===== src/rtl/busca_sar4bits_pkg.sv =====
// Shared definitions for the successive-approximation search engine:
// FSM state encodings, default operand width and the comparator flag check.
package busca_sar4bits_pkg;

    localparam int SAR_WIDTH_DEF = 4;

    localparam logic [1:0] ST_OCIOSO = 2'd0;
    localparam logic [1:0] ST_TESTA  = 2'd1;
    localparam logic [1:0] ST_FIM    = 2'd2;

    // A trustworthy comparator verdict has exactly one flag set.
    function automatic logic flags_one_hot(input logic maior, input logic menor,
                                           input logic igual);
        logic ok;
        case ({maior, menor, igual})
            3'b100, 3'b010, 3'b001: ok = 1'b1;
            default:                ok = 1'b0;
        endcase
        return ok;
    endfunction

endpackage


===== src/rtl/busca_sar4bits.sv =====
// busca_sar4bits: SAR search engine driving the X operand of an external
// magnitude comparator and resolving the unknown Y one bit per clock, MSB first.
// Optional macro SAR_EARLY_EXIT_EN: an igual verdict ends the search at once.
module busca_sar4bits
    import busca_sar4bits_pkg::*;
#(
    parameter int WIDTH = SAR_WIDTH_DEF
) (
    input  logic             clk,
    input  logic             rst_n,
    input  logic             inicio,
    input  logic             maior,
    input  logic             menor,
    input  logic             igual,
    output logic [WIDTH-1:0] tentativa,
    output logic [WIDTH-1:0] resultado,
    output logic             ocupado,
    output logic             pronto,
    output logic             erro
);

    localparam int IW = (WIDTH > 1) ? $clog2(WIDTH) : 1;

    logic [1:0]       state_q, state_d;
    logic [WIDTH-1:0] tent_q, tent_d;
    logic [WIDTH-1:0] res_q, res_d;
    logic [IW-1:0]    idx_q, idx_d;
    logic             erro_q, erro_d;
    logic [WIDTH-1:0] trial;
    logic             flags_ok, keep, hit;

    // Next-state logic: one comparator decision per TESTA cycle.
    always_comb begin
        state_d  = state_q;
        tent_d   = tent_q;
        res_d    = res_q;
        idx_d    = idx_q;
        erro_d   = erro_q;
        flags_ok = flags_one_hot(maior, menor, igual);
        // Bad flags fall back to the maior verdict (bit cleared).
        // igual keeps the bit, which is what menor does.
        keep     = flags_ok && !maior;
        hit      = 1'b0;
`ifdef SAR_EARLY_EXIT_EN
        hit      = flags_ok && igual;
`endif
        trial        = tent_q;
        trial[idx_q] = keep;

        case (state_q)
            ST_OCIOSO: begin
                if (inicio) begin
                    tent_d  = {1'b1, {(WIDTH-1){1'b0}}};
                    idx_d   = IW'(WIDTH-1);
                    erro_d  = 1'b0;
                    state_d = ST_TESTA;
                end
            end
            ST_TESTA: begin
                if (!flags_ok) erro_d = 1'b1;
                if (hit) begin
                    res_d   = tent_q;
                    state_d = ST_FIM;
                end else if (idx_q != '0) begin
                    trial[idx_q - IW'(1)] = 1'b1;
                    tent_d  = trial;
                    idx_d   = idx_q - IW'(1);
                end else begin
                    tent_d  = trial;
                    res_d   = trial;
                    state_d = ST_FIM;
                end
            end
            ST_FIM:  state_d = ST_OCIOSO;
            default: state_d = ST_OCIOSO;
        endcase
    end

    // State and datapath registers; reset aborts any search in progress.
    always_ff @(posedge clk or negedge rst_n) begin
        if (!rst_n) begin
            state_q <= ST_OCIOSO;
            tent_q  <= '0;
            res_q   <= '0;
            idx_q   <= '0;
            erro_q  <= 1'b0;
        end else begin
            state_q <= state_d;
            tent_q  <= tent_d;
            res_q   <= res_d;
            idx_q   <= idx_d;
            erro_q  <= erro_d;
        end
    end

    assign tentativa = tent_q;
    assign resultado = res_q;
    assign ocupado   = (state_q == ST_TESTA) || (state_q == ST_FIM);
    assign pronto    = (state_q == ST_FIM);
    assign erro      = erro_q;

endmodule


===== config.mk =====
export PLATFORM = sky130hd
export DESIGN_NAME = busca_sar4bits
export DESIGN_NICKNAME = d
export VERILOG_FILES = /design/src/rtl/busca_sar4bits_pkg.sv /design/src/rtl/busca_sar4bits.sv
export SDC_FILE = /design/constraint.sdc
export NUM_CORES = 1
export LEC_CHECK = 0
export ABC_AREA = 0
export BUFFER_PORTS_ARGS = -buffer_cell sky130_fd_sc_hd__buf_2
export CORE_UTILIZATION = 55
export DETAILED_ROUTE_END_ITERATION = 10
export GPL_TIMING_DRIVEN = 0
export PLACE_DENSITY_LB_ADDON = 0.15
export SLEW_MARGIN = 20
export SYNTH_ARGS = -nofsm -noshare
export SYNTH_HDL_FRONTEND = slang
export SYNTH_SLANG_ARGS = --single-unit

===== constraint.sdc =====
create_clock -name clk -period 2.49 [get_ports clk]
set_input_delay 0.1245 -clock clk [delete_from_list [all_inputs] [get_ports clk]]
set_output_delay 0.1245 -clock clk [all_outputs]
set_load 0.02 [all_outputs]

==> results.md, run 1 <==
* Flip-flop and latch area at around 330 um^2
* Number of iterations in the first detailed-routing pass at 4
* Residual DRC at 0
* Share of post-route cells with drive strength above 1 at approximately a quarter
* Cell at the slowest stage of the critical path: sky130_fd_sc_hd__dfrtp_1
* Register-to-register setup slack at between 0.8 and 0.9 ns
* Die X-Extent at around 41 um
* Max-Cap Viols at 0
* Worst Setup Path Type: flip-flop to flip-flop
* Maximum fanout encountered on the critical timing path at 8
* Share of the cycle needed by the critical path after routing at about two thirds
* Type of the most critical hold path: input port to flip-flop
* Number of H-tree levels at 1
* Total length of routed wires at around 1700 um
* Warnings from Yosys at 0
* Post-synthesis instance area at a little over 800 um^2
* Largest cells by area after synthesis: sky130_fd_sc_hd__dfrtp_1 (40%), sky130_fd_sc_hd__ha_1 (12%), sky130_fd_sc_hd__a21oi_1 (4.3%)
* Total setup buffers inserted after CTS at 0
* Vias per Instance at ~5.8
* Most frequent standard cell in the layout excluding fill and tap cells: sky130_fd_sc_hd__buf_2
* Largest stage delay, worst path at between 0.4 and 0.5 ns
* Maximum number of pins on one net before global-route repair at 14
* Post-layout net count at approximately 120
* Placeable core region at 1350 um^2
* Worst IR Drop VDD at around 0.7 mV
* Number of primary I/O pins at 17
* CTS sink count at 13
* Remaining global-route overflow at 0
* Arr. time, crit path at approximately 1.9 ns
* Relative slew slack at between 70 and 80%
* Number of different library cells in the post-synthesis netlist at 32
* Gate Count Post-Synth at 86
* Number of cell rows at 13
* Status: completed
* Fill cell instance count of the final layout at between 100 and 150
* Detailed placement HPWL at 1240 um
* Total global routing track utilization at 24.7%
* Cell at the root of the clock tree: sky130_fd_sc_hd__clkbuf_4
* Number of clock buffers inserted by TritonCTS at 3
* Avg Cell Area, Syn at 9.51 um^2
* Termination of the worst setup path: resultado[0]$_DFFE_PN0P_
* Highest attainable clock frequency at between 500 and 600 MHz
* Number of hold violations in the final report at 0
* Element type at the critical path start: flip-flop
* Post-synth net total at 100
* Worst slew pin tran at ~0.42 ns
* Area share of the largest cell type after synthesis at 39.8%
* Logic depth of the worst register-to-register path at 5
* Clk_lat worst skew at 0.28 ns
* Initial Util at 60.6%
* CP Launch Point: idx_q[1]$_DFFE_PN0P_
* Antenna Nets Post-Route at 0
* Area of the multi-input gates at 450 um^2
* Unrepaired setup endpoints after global routing: no
* Total negative setup slack at 0 ns
* Routed WL per cell at approximately 14 um
* #FFs+latches synth at 13
* Total die area at between 1500 and 2000 um^2
* Clk buf depth at 2
* Initial antenna violation count at 0
* Number of flops mapped to enable cells by yosys at 0
* Critical R2R Capture: resultado[0]$_DFFE_PN0P_
* Shortest period the worst path allows at 1.69 ns
* Async set-reset flop share out of synthesis at 100%
* Primary FF master, synth: sky130_fd_sc_hd__dfrtp_1
* Die Ht at between 40 and 50 um
* Via count of the first global-routing pass at around 580
* Number of antenna cells inserted at 0
* Area leader, netlist: sky130_fd_sc_hd__dfrtp_1
* CP Capture Type: flip-flop
* Clock tree from TritonCTS: built
* Count of input and output buffers at 16
* Final number of max-transition violations at 0
* Vias at about 700
* Register area share after synthesis at about two fifths
* Static Leakage at ~0.47 nW
* Layout overhead on the synthesized area at 16.7%
* Routability congestion estimate from global placement at 0.807
* Global-route wire length before repair at around 2600 um
* Cell area power density at approximately 1300 nW/um^2
* Initial DRC Count at 12
* Data required time of the critical path at 2.66 ns
* Cells traversed along the worst timing path: inv_1 > ha_1 > buf_2 > nand2_1 > mux2_2
* Clock-pin slew on the worst setup and hold paths at ~0.080 ns
* Most frequent cells in the layout: sky130_fd_sc_hd__buf_2 (17), sky130_fd_sc_hd__dfrtp_1 (13), sky130_fd_sc_hd__nand2_1 (8), sky130_fd_sc_hd__ha_1 (8)
* Final count of negative-setup-slack endpoints at 0
* End-of-flow core utilization at between 70% and 80%
* Origin of the critical flop-to-flop path: idx_q[1]$_DFFE_PN0P_
* Clock skew after layout at ~0.0019 ns
cell type report:
type | count | share of cell area [%]
Buffer | 3 | 1.70
Clock buffer | 3 | 2.36
Clock inverter | 1 | 0.524
Inverter | 7 | 2.75
Multi-Input combinational cell | 63 | 47.2
Sequential cell | 13 | 34.1
Tap cell | 15 | 1.97
Timing Repair Buffer | 17 | 9.44
power by group:
group	switching (W)	internal, W
clock network	0.0000719	0.0000596
registers	0.0000800	0.000307
logic	0.000443	0.000272
critical path, delay by kind of cell, from the launching register on:
kind          cells  cell delay [ns]
flops             1             0.49
mux               1             0.36
fa+ha+maj         1             0.21
simple gates      1             0.21
buf+inv           2             0.31
state kept, by name (all words and copies together) (netlist names):
| signal | count |
|---|---|
| tentativa | 4 |
| idx_q | 2 |
| erro | 1 |
| state_q | 2 |
| resultado | 4 |
logic make-up (layout without fill, tap and decap cells):
kind of cell	after synthesis	after routing	share of synthesized area [%]
AO/OA/AOI/OAI	23	23	17.1
XOR/XNOR	2	2	3.06
adder cells (fa/ha/maj)	8	8	12.2
buffers and inverters	10	31	5.20
flip-flops	13	13	39.8
multiplexers	4	4	5.05
AND/OR/NAND/NOR	26	26	17.6
Yosys cell counts, types with 3 or more instances:
master,instances
sky130_fd_sc_hd__mux2i_1,3
sky130_fd_sc_hd__ha_1,8
sky130_fd_sc_hd__nand3_1,3
sky130_fd_sc_hd__dfrtp_1,13
sky130_fd_sc_hd__nand2_1,8
sky130_fd_sc_hd__o21ai_0,6
sky130_fd_sc_hd__inv_1,7
sky130_fd_sc_hd__a21oi_1,7
sky130_fd_sc_hd__nor3_1,4
timing repair:
action	in CTS	in global routing
endpoints found under the hold margin	13	0
gates resized for setup	0	0
hold buffers	1	0
setup endpoints to repair	0	0
per-stage QoR:
stage	worst slack [ns]	instance area (um^2)	std cells	total power (W)	hold slack, ns
6_report	0.803	955	122	0.00123	0.181
5_1_grt	0.705	955	122	0.00135	0.221
2_1_floorplan	1.02	818	86	0.000909	-0.171
3_3_place_gp	0.872	917	117	0.00107	0.0264
3_5_place_dp	0.833	917	117	0.00110	0.0274
4_1_cts	0.818	955	122	0.00124	0.179
how the worst min path moves through the flow:
stage / start / to / slack (ns) / cells past startpoint
floorplan: rst_n / erro$_DFFE_PN0P_ / -0.17 / 0
global placement: rst_n / resultado[1]$_DFFE_PN0P_ / 0.03 / 1
detailed placement: rst_n / resultado[1]$_DFFE_PN0P_ / 0.03 / 1
CTS: inicio / state_q[0]$_DFFE_PN0P_ / 0.18 / 3
global route: inicio / state_q[0]$_DFFE_PN0P_ / 0.22 / 3
finish: inicio / state_q[0]$_DFFE_PN0P_ / 0.18 / 3
per-layer routing:
metal / vias to the layer above / routed length [um] / global-route usage [%]
met5: - / 0 / 0
met4: 0 / 23 / 10.0
met3: 2 / 56 / 5.00
met2: 18 / 776 / 39.3
met1: 332 / 794 / 32.3
li1: 350 / - / -
No activity file was read; power rests on OpenSTA's default activity.
==> run 2: changes to the inputs <==
- CORE_UTILIZATION: 55 -> 47
- clock period: 2.49 -> 1.4 ns (I/O delays scaled with it)
==> run 2 against run 1 <==
The run now ends with design-rule violations, negative setup slack left. Clock power is 80% higher. First-iteration DRC count shrank 25%. Final area grew 18%. Power is 120% higher.
==> results.md, run 2 (synthesized netlist as in run 1, its figures left out) <==
* Status: finished, violations left
* Violations in the final reports: design-rule violations, negative setup slack
* Highest attainable clock frequency at 710 MHz
* Remaining global-route overflow at 0
* Most frequent cells in the layout: sky130_fd_sc_hd__buf_2 (16), sky130_fd_sc_hd__dfrtp_1 (11), sky130_fd_sc_hd__buf_4 (9)
* Number of hold violations in the final report at 0
* Number of H-tree levels at 1
* Antenna Nets Post-Route at 0
* Share of post-route cells with drive strength above 1 at 41.0%
* Residual DRC at 2
* Routability congestion estimate from global placement at 0.825
* Arr. time, crit path at 1.62 ns
* CTS sink count at 13
* Total length of routed wires at 1940 um
* Worst IR Drop VDD at roughly 1.2 mV
* Total die area at about 1900 um^2
* Type of the most critical hold path: input port to flip-flop
* Clock skew after layout at ~0.0048 ns
* Data required time of the critical path at approximately 1.6 ns
* Unrepaired setup endpoints after global routing: yes
* Element type at the critical path start: flip-flop
* CP Capture Type: flip-flop
* Vias per Instance at 5.57
* Final number of max-transition violations at 0
* Number of primary I/O pins at 17
* Total global routing track utilization at a little over a fifth
* Number of antenna cells inserted at 0
* Layout overhead on the synthesized area at 37.5%
* Maximum fanout encountered on the critical timing path at 4
* Worst slew pin tran at ~0.30 ns
* Clk buf depth at 2
* Die X-Extent at roughly 44 um
* Via count of the first global-routing pass at around 700
* Shortest period the worst path allows at around 1.4 ns
* Initial DRC Count at 9
* Die Ht at about 44 um
* Post-layout net count at approximately 130
* Cell area power density at ~2400 nW/um^2
* Vias at about 740
* Number of cell rows at 14
* Max-Cap Viols at 0
* Initial antenna violation count at 0
* Clock tree from TritonCTS: built
* Most frequent standard cell in the layout excluding fill and tap cells: sky130_fd_sc_hd__buf_2
* Clock-pin slew on the worst setup and hold paths at 0.08 ns
* Setup slack after placement at -0.196 ns
* Static Leakage at approximately 0.55 nW
* Routed WL per cell at roughly 15 um
* Clk_lat worst skew at ~0.28 ns
* Placeable core region at between 1500 and 2000 um^2
* Cell at the root of the clock tree: sky130_fd_sc_hd__clkbuf_4
* Sum of internal, switching and leakage power at roughly 0.0027 W
* Global-route wire length before repair at a little under 3000 um
* Final count of negative-setup-slack endpoints at 1
* Detailed placement HPWL at approximately 1200 um
* Initial Util at 52.5%
* Share of the cycle needed by the critical path after routing at 101%
* Maximum number of pins on one net before global-route repair at 14
* Number of clock buffers inserted by TritonCTS at 3
* Count of input and output buffers at 16
* Number of iterations in the first detailed-routing pass at 7
* Worst Setup Path Type: flip-flop to flip-flop
* Relative slew slack at around 80%
* Fill cell instance count of the final layout at 119
* Worst-case setup margin in the final layout at -0.00845 ns
run 2: cell count changes in the layout (fill, tap and decap cells not counted), moves of 2 or more:
cell	before	now
sky130_fd_sc_hd__buf_4	1	9
sky130_fd_sc_hd__buf_6	0	3
sky130_fd_sc_hd__ha_1	8	5
sky130_fd_sc_hd__inv_1	7	4
sky130_fd_sc_hd__inv_2	0	3
sky130_fd_sc_hd__dfrtp_1	13	11
sky130_fd_sc_hd__dfrtp_2	0	2
sky130_fd_sc_hd__ha_4	0	2
run 2: worst max-delay path, stage by stage, from the launching register on:
cell,delay (ns)
sky130_fd_sc_hd__dfrtp_1,0.42
sky130_fd_sc_hd__inv_2,0.09
sky130_fd_sc_hd__ha_4,0.17
sky130_fd_sc_hd__and2b_2,0.22
sky130_fd_sc_hd__nor4_1,0.28
sky130_fd_sc_hd__a221o_1,0.16
run 2: per-stage QoR:
step | util, % | TNS (ns) | hold slack [ns] | std cells | area, um^2
floorplan | - | -0.00171 | -0.226 | 86 | 823
global placement | 59.2 | -0.805 | -0.0250 | 118 | 923
detailed placement | 59.2 | -0.969 | -0.0233 | 118 | 923
CTS | 64.9 | 0 | 0.130 | 126 | 1010
global route | 72.2 | -0.0759 | 0.171 | 133 | 1120
finish | 72.2 | -0.00845 | 0.120 | 133 | 1120
run 2: area by class of cell:
cell class / instances / area, um^2 / area share, %
Multi-Input combinational cell: 63 / 513 / 45.6
Inverter: 7 / 26.3 / 2.34
Tap cell: 16 / 20.0 / 1.78
Clock buffer: 4 / 26.3 / 2.34
Sequential cell: 13 / 328 / 29.1
Timing Repair Buffer: 27 / 178 / 15.8
Buffer: 3 / 33.8 / 3.00
run 2: where the power goes:
group	leakage (nW)	switching (W)	internal, W	total, W
sequential	0.156	0.000123	0.000551	0.000674
clock	0.0150	0.000127	0.000110	0.000238
combinational	0.374	0.000977	0.000805	0.00178
run 2: layer usage:
metal  wire length, um  track usage (%)
met2               983             36.7
met5                 0                0
met4                13             7.50
met1               857             27.1
met3                84             2.50
run 2: final timing paths:
path / start / endpoint / slack (ns) / cells past startpoint
worst max-delay path: state_q[1]$_DFFE_PN0P_ / tentativa[0]$_DFFE_PN0P_ / -0.008 / 5
worst min-delay path: inicio / state_q[0]$_DFFE_PN0P_ / 0.12 / 3
min in group asynchronous: rst_n / tentativa[3]$_DFFE_PN0P_ / 0.21 / 2
worst max register to register: state_q[1]$_DFFE_PN0P_ / tentativa[0]$_DFFE_PN0P_ / -0.008 / 5
worst min register to register: resultado[1]$_DFFE_PN0P_ / resultado[1]$_DFFE_PN0P_ / 0.48 / 2
max in group asynchronous: rst_n / idx_q[1]$_DFFE_PN0P_ / 0.94 / 2
run 2: repair_timing:
item                                    4_1_cts  5_1_grt
gates cloned                                  0        0
hold endpoints to repair                     13        0
setup buffers                                 3        7
hold buffers                                  1        0
endpoints found under the setup margin        8        5
gates resized for setup                      10       11
pin swaps                                     1        3
==> run 3: changes to the inputs <==
- RECOVER_POWER: unset -> 100
- SKIP_LAST_GASP: unset -> 1
==> run 3 against run 2 <==
The flow still finishes with violations (design-rule violations, negative setup slack). Non-clock buffer count is the same. Via count shrank 0.40%. Critical path depth is the same. Sequential share of layout area grew 0.29 points. Utilization shrank 0.72 points. Wire length grew 0.72%. Final area shrank 1.0%. Sequential power is essentially flat. Highest routed layer unchanged.
==> results.md, run 3 (synthesized netlist as in run 1, its figures left out) <==
* Worst IR Drop VDD at approximately 1.2 mV
* Clock tree from TritonCTS: built
* Instance count on the critical path at 5
* Cell area power density at 2400 nW/um^2
* Most frequent cells in the layout: sky130_fd_sc_hd__dfrtp_1 (11), sky130_fd_sc_hd__clkbuf_1 (10), sky130_fd_sc_hd__buf_4 (9)
* Layout overhead on the synthesized area at 36.1%
* Most frequent standard cell in the layout excluding fill and tap cells: sky130_fd_sc_hd__dfrtp_1
* Post-layout net count at about 130
* Data required time of the critical path at roughly 1.6 ns
* Unrepaired setup endpoints after global routing: yes
* Termination of the worst setup path: tentativa[0]$_DFFE_PN0P_
* Number of H-tree levels at 1
* Worst slew pin tran at ~0.74 ns
* Power share of the sequential group at between 20% and 30%
* Worst-case setup margin in the final layout at -0.00626 ns
* Max-Cap Viols at 0
* Placeable core region at between 1500 and 2000 um^2
* Total die area at roughly 1900 um^2
* CP Launch Point: state_q[1]$_DFFE_PN0P_
* Clk buf depth at 2
* Final standard cell area without fillers at about 1100 um^2
* Count of input and output buffers at 16
* Worst slack on hold paths at 0.120 ns
* Status: finished, violations left
* Element type at the critical path start: flip-flop
* Number of clock buffers inserted by TritonCTS at 3
* Via count of the first global-routing pass at around 680
* CTS sink count at 13
* Routed WL per cell at ~15 um
* Maximum number of pins on one net before global-route repair at 14
* Routability congestion estimate from global placement at slightly above 0.8
* Clock skew after layout at just over 0.005 ns
* Vias per Instance at between 5 and 6
* Initial DRC Count at 9
* Clk_lat worst skew at around 0.28 ns
* Total global routing track utilization at a little over a fifth
* Initial Util at 52.5%
* Number of antenna cells inserted at 0
* Number of iterations in the first detailed-routing pass at 7
* Cell at the root of the clock tree: sky130_fd_sc_hd__clkbuf_4
* Largest stage delay, worst path at 0.41 ns
* Share of post-route cells with drive strength above 1 at between 30% and 40%
* Residual DRC at 3
* Number of primary I/O pins at 17
* Clock power share at around 9%
* Highest attainable clock frequency at a little over 700 MHz
* Switching Fraction at between 40% and 50%
* Static Leakage at a little over 0.5 nW
* Die Ht at between 40 and 50 um
* Setup slack after placement at -0.196 ns
* Final count of negative-setup-slack endpoints at 1
* Final number of max-transition violations at 0
* Violations in the final reports: design-rule violations, negative setup slack
* Vias at ~740
* Register-to-register setup slack at -0.006 ns
* Fraction of power consumed by combinational cells at 65.7%
* Worst Setup Path Type: flip-flop to flip-flop
* Relative slew slack at approximately half
* Delay-heaviest family, CP: simple AND/OR/NAND/NOR gates
* Cells traversed along the worst timing path: inv_2 > ha_4 > and2b_2 > nor4_1 > a221o_1
* Clock-pin slew on the worst setup and hold paths at roughly 0.08 ns
* CP Capture Type: flip-flop
* Shortest period the worst path allows at around 1.4 ns
* Share of the cycle needed by the critical path after routing at 100%
* Logic depth of the worst register-to-register path at 5
* Initial antenna violation count at 0
* Die X-Extent at ~44 um
* Type of the most critical hold path: input port to flip-flop
* Switching component of the power at approximately 0.0012 W
* Maximum fanout encountered on the critical timing path at 4
* Number of hold violations in the final report at 0
* Antenna Nets Post-Route at 0
* Total length of routed wires at around 2000 um
* Critical R2R Capture: tentativa[0]$_DFFE_PN0P_
* Internal at ~0.0014 W
* Number of cell rows at 14
* Origin of the critical flop-to-flop path: state_q[1]$_DFFE_PN0P_
* Detailed placement HPWL at around 1200 um
* Global-route wire length before repair at about 3000 um
* Placement-stage cell area at around 920 um^2
* Remaining global-route overflow at 0
* Cell at the slowest stage of the critical path: sky130_fd_sc_hd__dfrtp_1
* Number of buffers and inverters on the critical path at 1
* Arr. time, crit path at ~1.6 ns
[run 3: cell types whose count changed in the layout (fill, tap and decap cells not counted)]
cell / change
sky130_fd_sc_hd__clkbuf_1: +9
sky130_fd_sc_hd__buf_2: -9
[run 3: per-stage QoR]
step	setup TNS [ns]	power (W)	utilization, %	instances
2_1_floorplan	-0.00171	0.00164	-	86
3_3_place_gp	-0.805	0.00193	59.2	118
3_5_place_dp	-0.969	0.00196	59.2	118
4_1_cts	0	0.00235	64.9	126
5_1_grt	-0.0759	0.00287	71.4	133
6_report	-0.00626	0.00267	71.4	133
[run 3: worst min-delay path by stage]
stage                                          end    from  cells after the start
final                       state_q[0]$_DFFE_PN0P_  inicio                      3
after global routing        state_q[0]$_DFFE_PN0P_  inicio                      3
after CTS                   state_q[0]$_DFFE_PN0P_  inicio                      3
after detailed placement  resultado[1]$_DFFE_PN0P_   rst_n                      1
after global placement    resultado[0]$_DFFE_PN0P_   rst_n                      1
after floorplan                   erro$_DFFE_PN0P_   rst_n                      0
[run 3: cell type report]
type,count,area (um^2)
Fill cell,123,445
Sequential cell,13,328
Tap cell,16,20.0
Buffer,3,33.8
Timing Repair Buffer,27,166
Clock buffer,4,26.3
Multi-Input combinational cell,63,513
Inverter,7,26.3
[run 3: routing by layer]
layer	global-route usage (%)	vias up	share of wire [%]
met5	0	-	0
met4	7.50	0	1.1
met3	2.50	2	4.0
met2	36.7	20	50
met1	27.1	346	45
li1	-	370	-
[run 3: power groups by stage]
stage	clock network (W)	logic (W)	registers (W)
5_1_grt	0.000254	0.00192	0.000696
2_1_floorplan	0	0.000819	0.000818
6_report	0.000239	0.00176	0.000676
4_1_cts	0.000237	0.00145	0.000665
3_3_place_gp	0	0.00124	0.000684
3_5_place_dp	0	0.00127	0.000693
[run 3: worst reg2reg max path, delay by kind of cell, from the launching register on]
kind            cells  cell delay, ns
compound gates      1            0.16
fa+ha+maj           1            0.18
flops               1            0.41
buf+inv             1            0.09
simple gates        2            0.50
[run 3: what timing repair did]
| item | 4_1_cts | 5_1_grt |
|---|---|---|
| hold buffers | 1 | 0 |
| endpoints found under the hold margin | 13 | 0 |
| setup endpoints to repair | 8 | 5 |
| setup buffers | 3 | 7 |
| gates resized for setup | 10 | 11 |
| pin swaps | 1 | 3 |
